### config.mk
export PLATFORM = sky130hd
export DESIGN_NAME = hdmi_cfg_seq
export DESIGN_NICKNAME = d
export VERILOG_FILES = /design/src/rtl/hdmi_cfg_seq.sv
export SDC_FILE = /design/constraint.sdc
export NUM_CORES = 1
export LEC_CHECK = 0
export ABC_AREA = 1
export BUFFER_PORTS_ARGS = -buffer_cell sky130_fd_sc_hd__buf_2
export CAP_MARGIN = 15
export CELL_PAD_IN_SITES_DETAIL_PLACEMENT = 2
export CELL_PAD_IN_SITES_GLOBAL_PLACEMENT = 2
export CORE_ASPECT_RATIO = 0.5
export CORE_MARGIN = 8
export CORE_UTILIZATION = 28
export DETAILED_ROUTE_END_ITERATION = 8
export GPL_TIMING_DRIVEN = 1
export HOLD_SLACK_MARGIN = 0.05
export PLACE_DENSITY_LB_ADDON = 0.1
export SYNTH_ARGS = -nofsm -noshare
export SYNTH_HDL_FRONTEND = slang
export SYNTH_SLANG_ARGS = --single-unit
### constraint.sdc
create_clock -name clk -period 1.8 [get_ports clk]
set_input_delay 0.36 -clock clk [delete_from_list [all_inputs] [get_ports clk]]
set_output_delay 0.36 -clock clk [all_outputs]
set_load 0.05 [all_outputs]
### src/rtl/hdmi_cfg_seq.sv
// Table-driven configuration sequencer for the SiI9134 HDMI transmitter.
// Walks a synchronous command ROM after a power-up wait. Each 25-bit entry is
// an I2C register write, a timed delay, a NOP or an end marker. Writes go to an
// external I2C byte-write master over a req/done handshake and are retried on
// NACK. cfg_done (gates video start) or cfg_err is raised and held at the end.
//
// Ports:
//   clk, rst           single clock, synchronous active-high reset
//   start              one-cycle (re)run pulse, honoured in IDLE/DONE/ERR only
//   tbl_addr/tbl_data  ROM address out, entry in (1-cycle read latency)
//                      entry: [24:23] op, [22:16] dev, [15:8] reg, [7:0] val
//   i2c_req            registered write request, held until i2c_done
//   i2c_dev/reg/wdata  write fields, stable while i2c_req is high
//   i2c_done/i2c_nack  transfer finished pulse / slave NACKed (with done)
//   busy               sequence in progress
//   cfg_done/cfg_err   terminal status, mutually exclusive
//   err_addr           table index of the entry that exhausted its retries
module hdmi_cfg_seq #(
    parameter int unsigned TBL_AW     = 6,
    parameter logic [19:0] PWRUP_CYC  = 20'd740000,
    parameter logic [15:0] TICK_CYC   = 16'd74,
    parameter int unsigned MAX_RETRY  = 3,
    parameter bit          AUTO_START = 1'b1
) (
    input  logic              clk,
    input  logic              rst,
    input  logic              start,
    output logic [TBL_AW-1:0] tbl_addr,
    input  logic [24:0]       tbl_data,
    output logic              i2c_req,
    output logic [6:0]        i2c_dev,
    output logic [7:0]        i2c_reg,
    output logic [7:0]        i2c_wdata,
    input  logic              i2c_done,
    input  logic              i2c_nack,
    output logic              busy,
    output logic              cfg_done,
    output logic              cfg_err,
    output logic [TBL_AW-1:0] err_addr
);

    localparam int unsigned RetryW = (MAX_RETRY > 0) ? $clog2(MAX_RETRY + 1) : 1;
    localparam logic [RetryW-1:0] MaxRetry = RetryW'(MAX_RETRY);

    typedef enum logic [1:0] {
        OpWrite = 2'b00,
        OpDelay = 2'b01,
        OpEnd   = 2'b10,
        OpNop   = 2'b11
    } op_e;

    typedef enum logic [3:0] {
        StIdle,
        StPwrup,
        StFetch,
        StDecode,
        StWrite,
        StWaitI2c,
        StDelay,
        StNext,
        StDone,
        StErr
    } state_e;

    state_e            state_q, state_d;
    logic [TBL_AW-1:0] addr_q, addr_d;
    logic [RetryW-1:0] retry_q, retry_d;
    logic              req_q, req_d;
    logic [6:0]        dev_q, dev_d;
    logic [7:0]        reg_q, reg_d;
    logic [7:0]        val_q, val_d;
    logic              done_q, done_d;
    logic              err_q, err_d;
    logic [TBL_AW-1:0] erra_q, erra_d;
    logic              auto_q, auto_d;
    logic [19:0]       pwr_q, pwr_d;
    logic [15:0]       tick_q, tick_d;
    logic [15:0]       cyc_q, cyc_d;

    op_e dec_op;
    assign dec_op = op_e'(tbl_data[24:23]);

    always_comb begin
        state_d = state_q;
        addr_d  = addr_q;
        retry_d = retry_q;
        req_d   = req_q;
        dev_d   = dev_q;
        reg_d   = reg_q;
        val_d   = val_q;
        done_d  = done_q;
        err_d   = err_q;
        erra_d  = erra_q;
        auto_d  = auto_q;
        pwr_d   = pwr_q;
        tick_d  = tick_q;
        cyc_d   = cyc_q;

        unique case (state_q)
            StIdle, StDone, StErr: begin
                // auto_q is only ever set while sitting in IDLE straight out of reset
                if (start || auto_q) begin
                    auto_d  = 1'b0;
                    done_d  = 1'b0;
                    err_d   = 1'b0;
                    erra_d  = '0;
                    retry_d = '0;
                    pwr_d   = PWRUP_CYC;
                    state_d = StPwrup;
                end
            end
            StPwrup: begin
                if (pwr_q <= 20'd1) begin
                    addr_d  = '0;
                    state_d = StFetch;
                end else begin
                    pwr_d = pwr_q - 20'd1;
                end
            end
            StFetch: begin
                state_d = StDecode;
            end
            StDecode: begin
                unique case (dec_op)
                    OpWrite: state_d = StWrite;
                    OpDelay: begin
                        if (tbl_data[15:0] == 16'd0) begin
                            state_d = StNext;
                        end else begin
                            tick_d  = tbl_data[15:0];
                            cyc_d   = TICK_CYC;
                            state_d = StDelay;
                        end
                    end
                    OpEnd: begin
                        done_d  = 1'b1;
                        state_d = StDone;
                    end
                    OpNop: state_d = StNext;
                endcase
            end
            StWrite: begin
                // tbl_addr has not moved since FETCH, so tbl_data still holds this entry
                dev_d   = tbl_data[22:16];
                reg_d   = tbl_data[15:8];
                val_d   = tbl_data[7:0];
                req_d   = 1'b1;
                state_d = StWaitI2c;
            end
            StWaitI2c: begin
                if (i2c_done) begin
                    req_d = 1'b0;
                    if (!i2c_nack) begin
                        retry_d = '0;
                        state_d = StNext;
                    end else if (retry_q < MaxRetry) begin
                        retry_d = retry_q + RetryW'(1);
                        state_d = StWrite;
                    end else begin
                        err_d   = 1'b1;
                        erra_d  = addr_q;
                        state_d = StErr;
                    end
                end
            end
            StDelay: begin
                // Inner counter runs TICK_CYC cycles per tick; total = ticks * TICK_CYC
                if (cyc_q <= 16'd1) begin
                    if (tick_q <= 16'd1) begin
                        state_d = StNext;
                    end else begin
                        tick_d = tick_q - 16'd1;
                        cyc_d  = TICK_CYC;
                    end
                end else begin
                    cyc_d = cyc_q - 16'd1;
                end
            end
            StNext: begin
                if (addr_q == {TBL_AW{1'b1}}) begin
                    done_d  = 1'b1;
                    state_d = StDone;
                end else begin
                    addr_d  = addr_q + TBL_AW'(1);
                    state_d = StFetch;
                end
            end
            default: state_d = StIdle;
        endcase
    end

    always_ff @(posedge clk) begin
        if (rst) begin
            state_q <= StIdle;
            addr_q  <= '0;
            retry_q <= '0;
            req_q   <= 1'b0;
            dev_q   <= '0;
            reg_q   <= '0;
            val_q   <= '0;
            done_q  <= 1'b0;
            err_q   <= 1'b0;
            erra_q  <= '0;
            auto_q  <= AUTO_START;
            pwr_q   <= '0;
            tick_q  <= '0;
            cyc_q   <= '0;
        end else begin
            state_q <= state_d;
            addr_q  <= addr_d;
            retry_q <= retry_d;
            req_q   <= req_d;
            dev_q   <= dev_d;
            reg_q   <= reg_d;
            val_q   <= val_d;
            done_q  <= done_d;
            err_q   <= err_d;
            erra_q  <= erra_d;
            auto_q  <= auto_d;
            pwr_q   <= pwr_d;
            tick_q  <= tick_d;
            cyc_q   <= cyc_d;
        end
    end

    assign tbl_addr  = addr_q;
    assign i2c_req   = req_q;
    assign i2c_dev   = dev_q;
    assign i2c_reg   = reg_q;
    assign i2c_wdata = val_q;
    assign cfg_done  = done_q;
    assign cfg_err   = err_q;
    assign err_addr  = erra_q;
    assign busy      = !(state_q inside {StIdle, StDone, StErr});

endmodule

==> impl_metrics.yaml <==
run_status:
  outcome: "finished clean"
grt:
  overflow: 0
  grt_use_total_pct: 18.1
  grt_pass1_vias: 6862
  grt_pass1_wl_mm: 35.2
  grt_antenna_before_repair: 0
  grt_max_degree: 38
layout:
  nFillCells: 2230
  final_util_pct: 41.1
  antenna_cells: 0
  largest_reg_flops: 20
  synthToLayoutAreaGrowth_pct: 43.2
  layout.nets: 1054
  largest_register: "pwr_q"
  largest_registers: "pwr_q x20, cyc_q x16, tick_q x16"
  drive_gt1_share_pct: 29.9
  seq_area_sq_um: 1950
  multi_input_area_sq_um: 3250
timing:
  setup_viol: 0
  rsz0062_at_grt: "yes"
  worst_slew_pin_slew_ps: 675
  slew_violations: 0
  fin_crit_sh_pct: 98.6
  relSlewSlack_pct: 54.9
  fin_crit_ps: 1780
  fmax_mhz: 563
  skew_ps: 10.2
  hold_viol: 0
logic_synthesis:
  synth_area_per_cell_sq_um: 6.37
  synthesis.nets: 873
  synthFlopType: "dfxtp_1"
  ys_top_cells_by_area: "dfxtp_1 37%, nand2_1 17%, nor2_1 12%, a21oi_1 5.6%, o21ai_0 4.8%"
  ys_ff_latch: 97
  yosysWarnings: 0
  synth_top_area_share_pct: 36.5
  synth_edf_count: 0
  async_flop_share_pct: 0
  netlist_area_sq_um: 5320
  yosysMostFrequentCell: "nand2_1"
  synth_top_area_cell: "dfxtp_1"
  postSynthCellCount: 835
  synth_common_cells: "243 x nand2_1, 168 x nor2_1, 97 x dfxtp_1"
  yosysUniqueCellTypes: 35
  ys_seq_area_share_pct: 36.5
clock_tree:
  clock-sinks: 97
  cts_max_level: 3
  cts_tree: "yes"
  clk_pin_slew_ps: 70
  cts_made_buffers: 9
  clkLatencyLatePin_ps: 360
  cts.path.max_buffers: 2
  cts_root_buf: "clkbuf_16"
  ctsHoldBuffers: 0
worst_setup_path:
  critPathKind: "flip-flop to flip-flop"
  crit_fanout: 4
  cp_data_arrival_time_ps: 2060
  cp_cell_sequence: "buf_6, inv_4, nand2_4, buf_4, nor2_4, buf_6, nand2_1, buf_4, or2_2, a21oi_2"
  worstReg2RegStart: "state_q[3]"
  start_kind: "flip-flop"
  cp.required_ps: 2090
  slowest_delay_ps: 340
  worst_r2r_path_depth: 10
  cp.depth: 10
  crit_family: "buffers and inverters"
  worst_path_max_delay_cell: "dfxtp_2"
  endpoint_kind: "flip-flop"
  cp-endpoint: "pwr_q[1]"
  rr_endpoint: "pwr_q[1]"
  setup.worst_path.start: "state_q[3]"
  critPathBufInv: 5
  r2r_setup_slack_ps: 20
route:
  wl_per_cell_um: 17.3
  dr_total_vias: 6135
  dr.pass1.iters: 4
  drtIter0Drc: 122
  drcViolationCount: 0
  drt_wl_total_mm: 22.2
  final_antenna_net_count: 0
  viasPerCell: 4.79
placement:
  portBuffers: 68
  dp_hpwl_mm: 16.3
  gp_congestion: 0.791
power_and_ir_drop:
  power.density_nw_per_um2: 1720
  ir_worst_vdd_mv: 0.502
  leakagePower_nw: 3.71
  total_power_mw: 13.1
die:
  die_h_um: 113
  start_util_pct: 28.7
  rows: 35
  die_x_um: 211
  coreArea_sq_um: 18500
  die_area_sq_um: 23900
  io_pins: 69
run:
  cap_violations: 0
min_path:
  hold_class: "input port to flip-flop"
  hold_path_startpoint: "tbl_data[17]"
[power by group]
part	leakage, nW	internal (mW)	switching, mW	total, mW
Sequential	0.791	2.64	0.346	2.98
Combinational	2.73	2.82	4.75	7.58
Clock	0.186	1.58	0.927	2.50
[worst reg2reg max path: stages (launching register included)]
cell and delay [ps]:
dfxtp_2 340, buf_6 130, inv_4 60, nand2_4 60, buf_4 160, nor2_4 140, buf_6 140, nand2_1 100
buf_4 170, or2_2 280, a21oi_2 130
[metrics by stage]
step           hold WS, ps  instance area [sq um]  setup slack [ps]  TNS (ps)  instances
2_1_floorplan          420                   5320              19.4         0        835
3_3_place_gp           428                   6810             -90.6     -1060       1255
3_5_place_dp           439                   6810              -279     -4590       1255
4_1_cts                219                   7280              1.42         0       1272
5_1_grt                227                   7610             -50.1      -338       1280
6_report               228                   7610              24.6         0       1280
[layer usage]
layer	global-route usage, %	routed length [um]
met1	21.4	9880
met2	33.9	11400
met3	3.48	634
met4	3.43	242
met5	0	0
[cells by family (layout without fill, tap and decap cells)]
group	Yosys count	in the layout	synth area share, %
compound gates	124	124	12.1
flops	97	97	36.5
simple gates	502	502	39.6
buf+inv	84	270	6.59
xor+xnor	20	20	3.29
fa+ha+maj	8	8	1.88
[how the worst min path moves through the flow]
stage | to | cells after the start
3_5_place_dp | auto_q | 2
4_1_cts | i2c_dev[1] | 3
2_1_floorplan | auto_q | 2
5_1_grt | i2c_dev[5] | 3
6_report | i2c_dev[1] | 3
3_3_place_gp | auto_q | 2
[cell type report]
type	instances	area share, %
Multi-Input combinational cell	654	42.8
Tap cell	259	4.26
Timing Repair Buffer	196	19.4
Inverter	58	3.06
Clock buffer	11	3.32
Sequential cell	97	25.6
Clock inverter	5	1.64
[cells in the final DEF (no fill, tap or decap), types with 7 or more instances in the layout]
cell and count:
nand2_1 229, nor2_1 152, buf_4 110, dfxtp_1 92, buf_2 67, a21oi_1 52, o21ai_0 46, nand3_1 44
inv_1 41, nor2_2 16, inv_2 13, nand2_2 13, xnor2_1 12, clkbuf_16 11, nand4_1 9, nor2_4 8
xor2_1 8, o21ai_1 7, a21oi_2 7, buf_12 7, buf_6 7
[what timing repair did]
action / 4_1_cts / 5_1_grt
cloned: 0 / 2
setup endpoints to repair: 52 / 80
resized for setup: 21 / 82
setup buffers: 1 / 8
pin swaps: 2 / 21
(Power assumes the default switching activity.)
